--- src/rtl/main_controller_mc_if.sv ---
// Bus between the multicycle main controller and the datapath/memory side.
//   master : controller view (consumes opcode/mem_ready/zero, drives controls and status)
//   slave  : datapath view (drives opcode/mem_ready/zero, consumes controls and status)
// Signals:
//   opcode        IR[31:26]
//   mem_ready     memory access completes this cycle
//   zero          ALU zero flag
//   IorD .. pc_en datapath enables and selects
//   illegal_op    sticky illegal-opcode flag
//   instr_retired retired-instruction counter
interface main_controller_mc_if #(
  parameter int unsigned OPCODE_W = 6,
  parameter int unsigned CNT_W    = 32
);
  logic [OPCODE_W-1:0] opcode;
  logic                mem_ready;
  logic                zero;
  logic                IorD;
  logic                MemWrite;
  logic                IRWrite;
  logic                RegDst;
  logic                MemToReg;
  logic                RegWrite;
  logic                ALUSrcA;
  logic [1:0]          ALUSrcB;
  logic [1:0]          ALUOp;
  logic [1:0]          PCSrc;
  logic                pc_en;
  logic                illegal_op;
  logic [CNT_W-1:0]    instr_retired;

  modport master (
    input  opcode, mem_ready, zero,
    output IorD, MemWrite, IRWrite, RegDst, MemToReg, RegWrite, ALUSrcA, ALUSrcB, ALUOp,
           PCSrc, pc_en, illegal_op, instr_retired
  );

  modport slave (
    output opcode, mem_ready, zero,
    input  IorD, MemWrite, IRWrite, RegDst, MemToReg, RegWrite, ALUSrcA, ALUSrcB, ALUOp,
           PCSrc, pc_en, illegal_op, instr_retired
  );
endinterface

--- src/rtl/main_controller_mc.sv ---
// Multicycle MIPS main controller: Moore FSM sequencing each instruction over 3-5 cycles,
// with memory-ready stalls, optional bne, illegal-opcode trap and retired-instruction counter.
// Ports:
//   clk    rising-edge clock
//   rst_n  synchronous reset, active low (also forces all write enables low while asserted)
//   bus    main_controller_mc_if.master: opcode/mem_ready/zero in, datapath controls and
//          illegal_op/instr_retired out
module main_controller_mc #(
  parameter int unsigned OPCODE_W     = 6,
  parameter bit          EN_BNE       = 1'b1,
  parameter bit          TRAP_ILLEGAL = 1'b1,
  parameter int unsigned CNT_W        = 32
) (
  input  logic                 clk,
  input  logic                 rst_n,
  main_controller_mc_if.master bus
);

  typedef enum logic [3:0] {
    StFetch, StDecode, StMemAdr, StMemRd, StMemWb, StMemWr, StExec,
    StAluWb, StBranch, StAddiEx, StAddiWb, StJump, StIllegal
  } state_e;

  localparam logic [5:0] OpRtype = 6'b000000;
  localparam logic [5:0] OpLw    = 6'b100011;
  localparam logic [5:0] OpSw    = 6'b101011;
  localparam logic [5:0] OpBeq   = 6'b000100;
  localparam logic [5:0] OpBne   = 6'b000101;
  localparam logic [5:0] OpAddi  = 6'b001000;
  localparam logic [5:0] OpJ     = 6'b000010;

  state_e           state_q, state_d;
  logic [CNT_W-1:0] cnt_q, cnt_d;
  logic             illegal_q, illegal_d;
  logic [5:0]       op6;
  logic             retire;
  logic             is_bne;

  // Opcode is compared on 6 bits, zero-extended when narrower.
  if (OPCODE_W >= 6) begin : g_op_wide
    assign op6 = bus.opcode[5:0];
  end else begin : g_op_narrow
    assign op6 = {{(6 - OPCODE_W){1'b0}}, bus.opcode};
  end

  assign is_bne = EN_BNE && (op6 == OpBne);

  always_comb begin
    state_d = state_q;
    unique case (state_q)
      StFetch:  if (bus.mem_ready) state_d = StDecode;
      StDecode: begin
        case (op6)
          OpLw, OpSw: state_d = StMemAdr;
          OpRtype:    state_d = StExec;
          OpBeq:      state_d = StBranch;
          OpBne:      state_d = EN_BNE ? StBranch : StIllegal;
          OpAddi:     state_d = StAddiEx;
          OpJ:        state_d = StJump;
          default:    state_d = StIllegal;
        endcase
      end
      StMemAdr: state_d = (op6 == OpSw) ? StMemWr : StMemRd;
      StMemRd:  if (bus.mem_ready) state_d = StMemWb;
      StMemWr:  if (bus.mem_ready) state_d = StFetch;
      StExec:   state_d = StAluWb;
      StAddiEx: state_d = StAddiWb;
      StMemWb, StAluWb, StBranch, StAddiWb, StJump, StIllegal: state_d = StFetch;
      default:  state_d = StFetch;
    endcase
  end

  // Every completed instruction returns to FETCH; ILLEGAL does too but is not counted.
  always_comb begin
    retire = (state_q inside {StMemWb, StAluWb, StBranch, StAddiWb, StJump}) ||
             ((state_q == StMemWr) && bus.mem_ready);
    cnt_d     = retire ? cnt_q + CNT_W'(1) : cnt_q;
    illegal_d = illegal_q | (TRAP_ILLEGAL && (state_q == StIllegal));
  end

  always_ff @(posedge clk) begin
    if (!rst_n) begin
      state_q   <= StFetch;
      cnt_q     <= '0;
      illegal_q <= 1'b0;
    end else begin
      state_q   <= state_d;
      cnt_q     <= cnt_d;
      illegal_q <= illegal_d;
    end
  end

  logic       iord, mem_write, ir_write, reg_dst, mem_to_reg, reg_write, alu_src_a, pc_en;
  logic [1:0] alu_src_b, alu_op, pc_src;

  always_comb begin
    iord       = 1'b0;
    mem_write  = 1'b0;
    ir_write   = 1'b0;
    reg_dst    = 1'b0;
    mem_to_reg = 1'b0;
    reg_write  = 1'b0;
    alu_src_a  = 1'b0;
    alu_src_b  = 2'b00;
    alu_op     = 2'b00;
    pc_src     = 2'b00;
    pc_en      = 1'b0;
    if (!rst_n) begin
      // Mid-instruction reset aborts at once: enables drop in this same cycle.
      alu_src_b = 2'b01;
    end else begin
      unique case (state_q)
        StFetch: begin
          alu_src_b = 2'b01;
          ir_write  = bus.mem_ready;
          pc_en     = bus.mem_ready;
        end
        StDecode: alu_src_b = 2'b11;
        StMemAdr: begin
          alu_src_a = 1'b1;
          alu_src_b = 2'b10;
        end
        StMemRd: iord = 1'b1;
        StMemWb: begin
          mem_to_reg = 1'b1;
          reg_write  = 1'b1;
        end
        StMemWr: begin
          iord      = 1'b1;
          mem_write = 1'b1;
        end
        StExec: begin
          alu_src_a = 1'b1;
          alu_op    = 2'b10;
        end
        StAluWb: begin
          reg_dst   = 1'b1;
          reg_write = 1'b1;
        end
        StBranch: begin
          alu_src_a = 1'b1;
          alu_op    = 2'b01;
          pc_src    = 2'b01;
          pc_en     = is_bne ? ~bus.zero : bus.zero;
        end
        StAddiEx: begin
          alu_src_a = 1'b1;
          alu_src_b = 2'b10;
        end
        StAddiWb: reg_write = 1'b1;
        StJump: begin
          pc_src = 2'b10;
          pc_en  = 1'b1;
        end
        default: ;
      endcase
    end
  end

  assign bus.IorD          = iord;
  assign bus.MemWrite      = mem_write;
  assign bus.IRWrite       = ir_write;
  assign bus.RegDst        = reg_dst;
  assign bus.MemToReg      = mem_to_reg;
  assign bus.RegWrite      = reg_write;
  assign bus.ALUSrcA       = alu_src_a;
  assign bus.ALUSrcB       = alu_src_b;
  assign bus.ALUOp         = alu_op;
  assign bus.PCSrc         = pc_src;
  assign bus.pc_en         = pc_en;
  assign bus.illegal_op    = illegal_q;
  assign bus.instr_retired = cnt_q;

endmodule

--- src/flat_wrapper.sv ---
// flat-port wrapper written by rule: the top's interface ports become plain ports
module main_controller_mc_flat 
#(
  parameter int unsigned OPCODE_W     = 6,
  parameter bit          EN_BNE       = 1'b1,
  parameter bit          TRAP_ILLEGAL = 1'b1,
  parameter int unsigned CNT_W        = 32
)
  (clk, rst_n, bus_opcode, bus_mem_ready, bus_zero, bus_IorD, bus_MemWrite, bus_IRWrite, bus_RegDst, bus_MemToReg, bus_RegWrite, bus_ALUSrcA, bus_ALUSrcB, bus_ALUOp, bus_PCSrc, bus_pc_en, bus_illegal_op, bus_instr_retired);
  main_controller_mc_if #(.OPCODE_W(OPCODE_W), .CNT_W(CNT_W)) bus_i ();
  input  logic clk;
  input  logic rst_n;
  input wire logic [$bits(bus_i.opcode)-1:0] bus_opcode;
  input wire logic [$bits(bus_i.mem_ready)-1:0] bus_mem_ready;
  input wire logic [$bits(bus_i.zero)-1:0] bus_zero;
  output wire logic [$bits(bus_i.IorD)-1:0] bus_IorD;
  output wire logic [$bits(bus_i.MemWrite)-1:0] bus_MemWrite;
  output wire logic [$bits(bus_i.IRWrite)-1:0] bus_IRWrite;
  output wire logic [$bits(bus_i.RegDst)-1:0] bus_RegDst;
  output wire logic [$bits(bus_i.MemToReg)-1:0] bus_MemToReg;
  output wire logic [$bits(bus_i.RegWrite)-1:0] bus_RegWrite;
  output wire logic [$bits(bus_i.ALUSrcA)-1:0] bus_ALUSrcA;
  output wire logic [$bits(bus_i.ALUSrcB)-1:0] bus_ALUSrcB;
  output wire logic [$bits(bus_i.ALUOp)-1:0] bus_ALUOp;
  output wire logic [$bits(bus_i.PCSrc)-1:0] bus_PCSrc;
  output wire logic [$bits(bus_i.pc_en)-1:0] bus_pc_en;
  output wire logic [$bits(bus_i.illegal_op)-1:0] bus_illegal_op;
  output wire logic [$bits(bus_i.instr_retired)-1:0] bus_instr_retired;
  assign bus_i.opcode = bus_opcode;
  assign bus_i.mem_ready = bus_mem_ready;
  assign bus_i.zero = bus_zero;
  assign bus_IorD = bus_i.IorD;
  assign bus_MemWrite = bus_i.MemWrite;
  assign bus_IRWrite = bus_i.IRWrite;
  assign bus_RegDst = bus_i.RegDst;
  assign bus_MemToReg = bus_i.MemToReg;
  assign bus_RegWrite = bus_i.RegWrite;
  assign bus_ALUSrcA = bus_i.ALUSrcA;
  assign bus_ALUSrcB = bus_i.ALUSrcB;
  assign bus_ALUOp = bus_i.ALUOp;
  assign bus_PCSrc = bus_i.PCSrc;
  assign bus_pc_en = bus_i.pc_en;
  assign bus_illegal_op = bus_i.illegal_op;
  assign bus_instr_retired = bus_i.instr_retired;
  main_controller_mc #(.OPCODE_W(OPCODE_W), .EN_BNE(EN_BNE), .TRAP_ILLEGAL(TRAP_ILLEGAL), .CNT_W(CNT_W)) u_core (.clk(clk), .rst_n(rst_n), .bus(bus_i));
endmodule
--- config.mk ---
export PLATFORM = sky130hd
export DESIGN_NAME = main_controller_mc_flat
export DESIGN_NICKNAME = d
export VERILOG_FILES = /design/src/rtl/main_controller_mc_if.sv /design/src/rtl/main_controller_mc.sv /design/src/flat_wrapper.sv
export SDC_FILE = /design/constraint.sdc
export NUM_CORES = 1
export LEC_CHECK = 0
export ABC_CLOCK_PERIOD_IN_PS = 2600
export CORE_ASPECT_RATIO = 0.6
export CORE_MARGIN = 1.5
export CORE_UTILIZATION = 38
export DETAILED_ROUTE_END_ITERATION = 16
export GPL_TIMING_DRIVEN = 1
export PLACE_DENSITY = 0.64
export SYNTH_ARGS = -nofsm -noshare
export SYNTH_HDL_FRONTEND = slang
export SYNTH_SLANG_ARGS = --single-unit
--- constraint.sdc ---
create_clock -name clk -period 2.6 [get_ports clk]
set_clock_uncertainty 0.05 [all_clocks]
set_input_delay 0.26 -clock clk [delete_from_list [all_inputs] [get_ports clk]]
set_output_delay 0.26 -clock clk [all_outputs]
set_load 0.05 [all_outputs]
==> impl_metrics.json, run 1 <==
{
  "outcome": "completed",
  "cts_made_buffers": 5,
  "p_leak_nw": 1.01,
  "track_usage_pct": 20.9,
  "crit_type": "register to primary output",
  "grt_max_degree": 32,
  "ys_seq_elements": 37,
  "min_path_cells": 2,
  "cp.required_ns": 2.29,
  "mostFrequentLayoutCells": "clkdlybuf4s50_1 (42), dfxtp_1 (36), nor2_1 (26)",
  "cts-root-buf": "clkbuf_8",
  "postRouteWirelength_um": 6110,
  "first_global_vias": 2012,
  "cp-end-kind": "primary output",
  "power_mw": 1.27,
  "htreeDepth": 2,
  "syn_inst": 277,
  "min_to": "u_core.bus.instr_retired[31]",
  "synth_top_cells_by_area": "dfxtp_1 (34%), a21oi_1 (5.8%), nor2_1 (4.5%)",
  "start_kind": "register",
  "fp-row-count": 21,
  "r2r_end": "u_core.bus.instr_retired[16]",
  "routedWlPerCell_um": 15.0,
  "hold_violations": 0,
  "maxSlewViolCount": 0,
  "dpl_cell_area_mm2": 0.00297,
  "slowest_delay_ns": 0.41,
  "yosys.area.top_type": "dfxtp_1",
  "dp.cells": 400,
  "synth_area_mm2": 0.00216,
  "yosys_warnings": 0,
  "reg2reg_depth": 6,
  "fill_cells": 521,
  "drv_cap": 0,
  "drc": 0,
  "period_share_pct": 84.6,
  "yosysSeqAreaShare_pct": 34.3,
  "post_cts_buffers": 0,
  "cts.reportedPaths.clkPinSlew_ns": 0.08,
  "grt_pass1_wl_um": 9960,
  "antenna_found_initial": 0,
  "multi_input_area_mm2": 0.00133,
  "powerDensity_mw_per_mm2": 414,
  "cp_cell_sequence": "buf_4 -> nor2_1 -> a21oi_1 -> a21oi_1 -> a31oi_1 -> nor2_1 -> buf_12",
  "period_minus_slack_ns": 2.20,
  "die_area_mm2": 0.00615,
  "max_clock_freq_mhz": 455,
  "tns_ns": 0,
  "final_cell_area_mm2": 0.00308,
  "final_cells": 407,
  "drtIter0Drc": 155,
  "clkLatencyLatePin_ns": 0.29,
  "cp_top_family": "simple AND/OR/NAND/NOR gates",
  "synth_top_area_share_pct": 34.3,
  "holdBufCountCts": 0,
  "max_slew_margin_pct": 65.9,
  "syn-num-nets": 288,
  "regToRegSetupSlack_ns": 0.43,
  "ir_drop_uv": 231,
  "dr.pass1.iters": 4,
  "r2r-start": "u_core.state_q[2]",
  "cts_tree": "built",
  "seq_area_um2": 742,
  "crit_fanout": 14,
  "place.gp.congestion": 0.886,
  "drive_gt1_share_pct": 12.7,
  "whs_ns": 0.423,
  "worst_slack_ns": 0.400,
  "tightest_slew_ns": 0.509,
  "setup_viol_count_final": 0,
  "worstHoldStart": "u_core.bus.instr_retired[31]",
  "layout_commonest_cell": "clkdlybuf4s50_1",
  "portBuffers": 56,
  "ant_nets": 0,
  "slowest_stage": "nor2_1",
  "vias": 2305,
  "avgSynthCellArea_um2": 7.79,
  "io_pins": 57,
  "gr-total-overflow": 0,
  "grt_setup_unrepaired": "false",
  "detailed_place_hpwl_um": 4610,
  "cts.sinks": 37,
  "synth_cell_type_count": 49,
  "max-clock-path-buffers": 2,
  "syn2layout_area_growth_pct": 42.6,
  "die_x_um": 100,
  "diodes": 0,
  "cp_num_buf_inv": 2,
  "die_h_um": 61.4,
  "initial_utilization_pct": 39.1,
  "worstPathArrival_ns": 1.89,
  "hold_path.class": "register to register",
  "viasPerCell": 5.66,
  "fin_nets": 349,
  "post-place-ws_ns": 0.254,
  "final_util_pct": 55.7,
  "coreArea_mm2": 0.00552
}
==> cell usage after synthesis (all sizes together) <==
cell and instances:
ha 1, and2b 1, o311ai 1, xor2 6
a211oi 1, xnor2 6, o22ai 1, o21bai 3
dfxtp 37, nand3 19, a2111oi 2, inv 7
nor4b 1, o41ai 1, a311o 1, a21boi 2
a221oi 1, and3 5, a21o 1, nor4 5
o21ai 12, nor2 26, o2bb2ai 1, buf 3
clkbuf 12, nand2 19, and2 2, nor2b 7
nand2b 9, a31oi 3, nor3 6, or4 12
o31ai 12, and4 5, nand4 6, a2bb2oi 1
o211ai 2, mux2i 3, or3 9, a21oi 25
==> state kept, by name, indices dropped and copies added (netlist names) <==
| name | cells |
|---|---|
| u_core.bus.instr_retired | 32 |
| u_core.bus.illegal_op | 1 |
| u_core.state_q | 4 |
==> worst max-delay path by stage <==
stage / startpoint / cells after the start / end
final: u_core.state_q[1] / 7 / bus_pc_en
after global routing: u_core.state_q[2] / 6 / u_core.bus.instr_retired[16]
after CTS: u_core.state_q[2] / 6 / u_core.bus.instr_retired[16]
after detailed placement: bus_mem_ready / 7 / u_core.bus.instr_retired[16]
after global placement: bus_mem_ready / 6 / u_core.bus.instr_retired[22]
after floorplan: u_core.bus.instr_retired[6] / 6 / u_core.bus.instr_retired[29]
==> cell families after synthesis <==
| family | count (synthesis) | synth area share (%) |
|---|---|---|
| AND/OR/NAND/NOR | 132 | 34.2 |
| AO/OA/AOI/OAI | 70 | 20.4 |
| flip-flops | 37 | 34.3 |
| buffers and inverters | 22 | 4.23 |
| XOR/XNOR | 12 | 4.87 |
| multiplexers | 3 | 1.39 |
| adder cells (fa/ha/maj) | 1 | 0.580 |
==> cell type report <==
cell class	count	share of cell area [%]
Inverter	7	0.854
Sequential cell	37	24.1
Tap cell	69	2.81
Timing Repair Buffer	69	25.5
Clock buffer	5	2.24
Clock inverter	2	1.14
Multi-Input combinational cell	218	43.3
==> tightest hold or removal path, stage by stage, from the launching register on <==
cell	delay [ns]
dfxtp_1	0.32
nand2_1	0.05
mux2i_1	0.05
==> per-layer routing <==
layer	track usage, %	part of all wire (%)	wire [um]
met5	0	0	0
met3	5.79	6.7	409
met2	28.1	37	2250
met4	3.82	0.39	24
met1	32.6	56	3420
==> repair_timing <==
action                                 in CTS  in global routing
resized for setup                           0                  1
endpoints found under the hold margin       0                  0
setup endpoints to repair                   0                  1
==> power by group <==
group          switching (mW)  internal [mW]  leakage, nW
Sequential             0.0110          0.572        0.299
Combinational           0.121         0.0848        0.658
Clock                   0.204          0.279       0.0540
No activity file was read; power rests on OpenSTA's default activity.
==> run 2: changes to the inputs <==
--- a/config.mk
+++ b/config.mk
@@ -5,7 +5,7 @@
 export SDC_FILE = /design/constraint.sdc
 export NUM_CORES = 1
 export LEC_CHECK = 0
-export ABC_CLOCK_PERIOD_IN_PS = 2600
+export ABC_CLOCK_PERIOD_IN_PS = 2200
 export CORE_ASPECT_RATIO = 0.6
 export CORE_MARGIN = 1.5
 export CORE_UTILIZATION = 38
==> constraint.sdc (replaced) <==
create_clock -name clk -period 2.2 [get_ports clk]
set_clock_uncertainty 0.05 [all_clocks]
set_input_delay 0.22 -clock clk [delete_from_list [all_inputs] [get_ports clk]]
set_output_delay 0.22 -clock clk [all_outputs]
set_load 0.05 [all_outputs]
==> run 2 against run 1 <==
Net effect: total power grew 12%; worst setup slack lost 0.27 ns; die area is the same; sequential share of layout area shrank 0.22 points.
==> impl_metrics.json, run 2 (synthesized netlist as in run 1, its figures left out) <==
{
  "mostFrequentLayoutCells": "clkdlybuf4s50_1 (42), nor2_1 (25), a21oi_1 (25), buf_4 (25), dfxtp_1 (20)",
  "whs_ns": 0.428,
  "hold_violations": 0,
  "outcome": "completed",
  "drive_gt1_share_pct": 20.6,
  "cts_tree": "built",
  "p_seq_share_pct": 48.0,
  "start_kind": "register",
  "max_clock_freq_mhz": 483,
  "power_mw": 1.43,
  "clkLatencyLatePin_ns": 0.28,
  "first_global_vias": 2024,
  "critPathLaunch": "u_core.bus.instr_retired[0]",
  "drtIter0Drc": 145,
  "slowest_stage": "or4_1",
  "die_area_mm2": 0.00615,
  "p_sw_mw": 0.396,
  "cp_cell_sequence": "ha_1 -> nand2_1 -> a211oi_1 -> nand3_1 -> buf_4 -> or4_1 -> a21oi_1",
  "diodes": 0,
  "die_x_um": 100,
  "crit_type": "register to register",
  "layout_commonest_cell": "clkdlybuf4s50_1",
  "max-clock-path-buffers": 2,
  "detailed_place_hpwl_um": 4870,
  "drv_cap": 0,
  "power.internal_mw": 1.03,
  "final_util_pct": 57.8,
  "htreeDepth": 2,
  "fin_nets": 361,
  "post-place-ws_ns": -0.0688,
  "grt_pass1_wl_um": 10100,
  "maxSlewViolCount": 0,
  "viasPerCell": 5.43,
  "r2r_end": "u_core.bus.instr_retired[16]",
  "gr-total-overflow": 0,
  "vias": 2275,
  "r2r-start": "u_core.bus.instr_retired[0]",
  "coreArea_mm2": 0.00552,
  "fill_cells": 529,
  "switching_share_pct": 27.7,
  "antenna_found_initial": 0,
  "p_leak_nw": 1.08,
  "crit_end": "u_core.bus.instr_retired[16]",
  "regToRegSetupSlack_ns": 0.13,
  "ir_drop_uv": 326,
  "drc": 0,
  "largest_reg_flops": 32,
  "setup_viol_count_final": 0,
  "cts-root-buf": "clkbuf_8",
  "reg2reg_depth": 7,
  "multi_input_area_mm2": 0.00134,
  "grt_max_degree": 24,
  "powerDensity_mw_per_mm2": 449,
  "slowest_delay_ns": 0.41,
  "worst_slack_ns": 0.130,
  "io_pins": 57,
  "ant_nets": 0,
  "routedWlPerCell_um": 14.8,
  "fp-row-count": 21,
  "die_h_um": 61.4,
  "portBuffers": 56,
  "track_usage_pct": 21.0,
  "hold_path.class": "register to register",
  "pwr-share-clk_pct": 34.0,
  "cts_made_buffers": 5,
  "initial_utilization_pct": 39.1,
  "cts.sinks": 37,
  "cts.reportedPaths.clkPinSlew_ns": 0.07,
  "period_share_pct": 94.1,
  "seq_area_um2": 762,
  "grt_setup_unrepaired": "false",
  "cp.required_ns": 2.37,
  "crit_fanout": 13,
  "syn2layout_area_growth_pct": 47.8,
  "p_comb_share_pct": 18.0,
  "period_minus_slack_ns": 2.07,
  "cp-end-kind": "register",
  "postRouteWirelength_um": 6220,
  "place.gp.congestion": 0.893,
  "worstPathArrival_ns": 2.24,
  "max_slew_margin_pct": 66.0,
  "tightest_slew_ns": 0.508,
  "dr.pass1.iters": 4
}
==> run 2: worst max-delay path, delay by kind of cell (launching register included) <==
kind                     cells  cell delay (ns)
flip-flops                   1             0.39
buffers and inverters        1             0.19
AND/OR/NAND/NOR              3             0.65
adder cells (fa/ha/maj)      1             0.19
AO/OA/AOI/OAI                2             0.52
==> run 2: stage by stage <==
stage | area, um^2 | setup TNS, ns | instances
after floorplan | 2180 | 0 | 277
after global placement | 3090 | -0.00353 | 412
after detailed placement | 3090 | -0.200 | 412
after CTS | 3180 | 0 | 419
after global routing | 3190 | 0 | 419
final | 3190 | 0 | 419
==> run 2: power by group through the flow <==
stage	clock network, mW	logic, mW	registers (mW)
2_1_floorplan	0	0.129	0.706
6_report	0.487	0.258	0.686
5_1_grt	0.521	0.277	0.688
3_5_place_dp	0	0.254	0.701
4_1_cts	0.499	0.255	0.686
3_3_place_gp	0	0.253	0.701
==> run 2: worst min-delay path by stage <==
stage | from | to | slack [ns] | depth (start not counted)
2_1_floorplan | rst_n | u_core.bus.instr_retired[19] | 0.31 | 2
3_3_place_gp | u_core.bus.illegal_op | u_core.bus.illegal_op | 0.40 | 2
3_5_place_dp | u_core.bus.instr_retired[31] | u_core.bus.instr_retired[31] | 0.42 | 2
4_1_cts | u_core.bus.instr_retired[31] | u_core.bus.instr_retired[31] | 0.43 | 2
5_1_grt | u_core.bus.instr_retired[9] | u_core.bus.instr_retired[9] | 0.45 | 2
6_report | u_core.bus.instr_retired[31] | u_core.bus.instr_retired[31] | 0.43 | 2
==> run 2: per-layer routing <==
metal,GRT usage [%],wire length (um),vias to the layer above
li1,-,-,1176
met1,31.8,3350,1045
met2,30.1,2480,54
met3,6.24,388,0
met4,2.21,0,0
met5,0,0,-
==> run 2: cell type report <==
class	instances	area share (%)
Sequential cell	37	23.9
Multi-Input combinational cell	218	42.0
Tap cell	69	2.71
Timing Repair Buffer	81	27.9
Inverter	7	0.824
Clock buffer	7	2.71
==> run 2: repair_timing <==
item	in CTS	in global routing
hold endpoints to repair	0	0
hold buffers	0	0
resized for setup	0	3
endpoints found under the setup margin	0	4
setup buffers	0	0
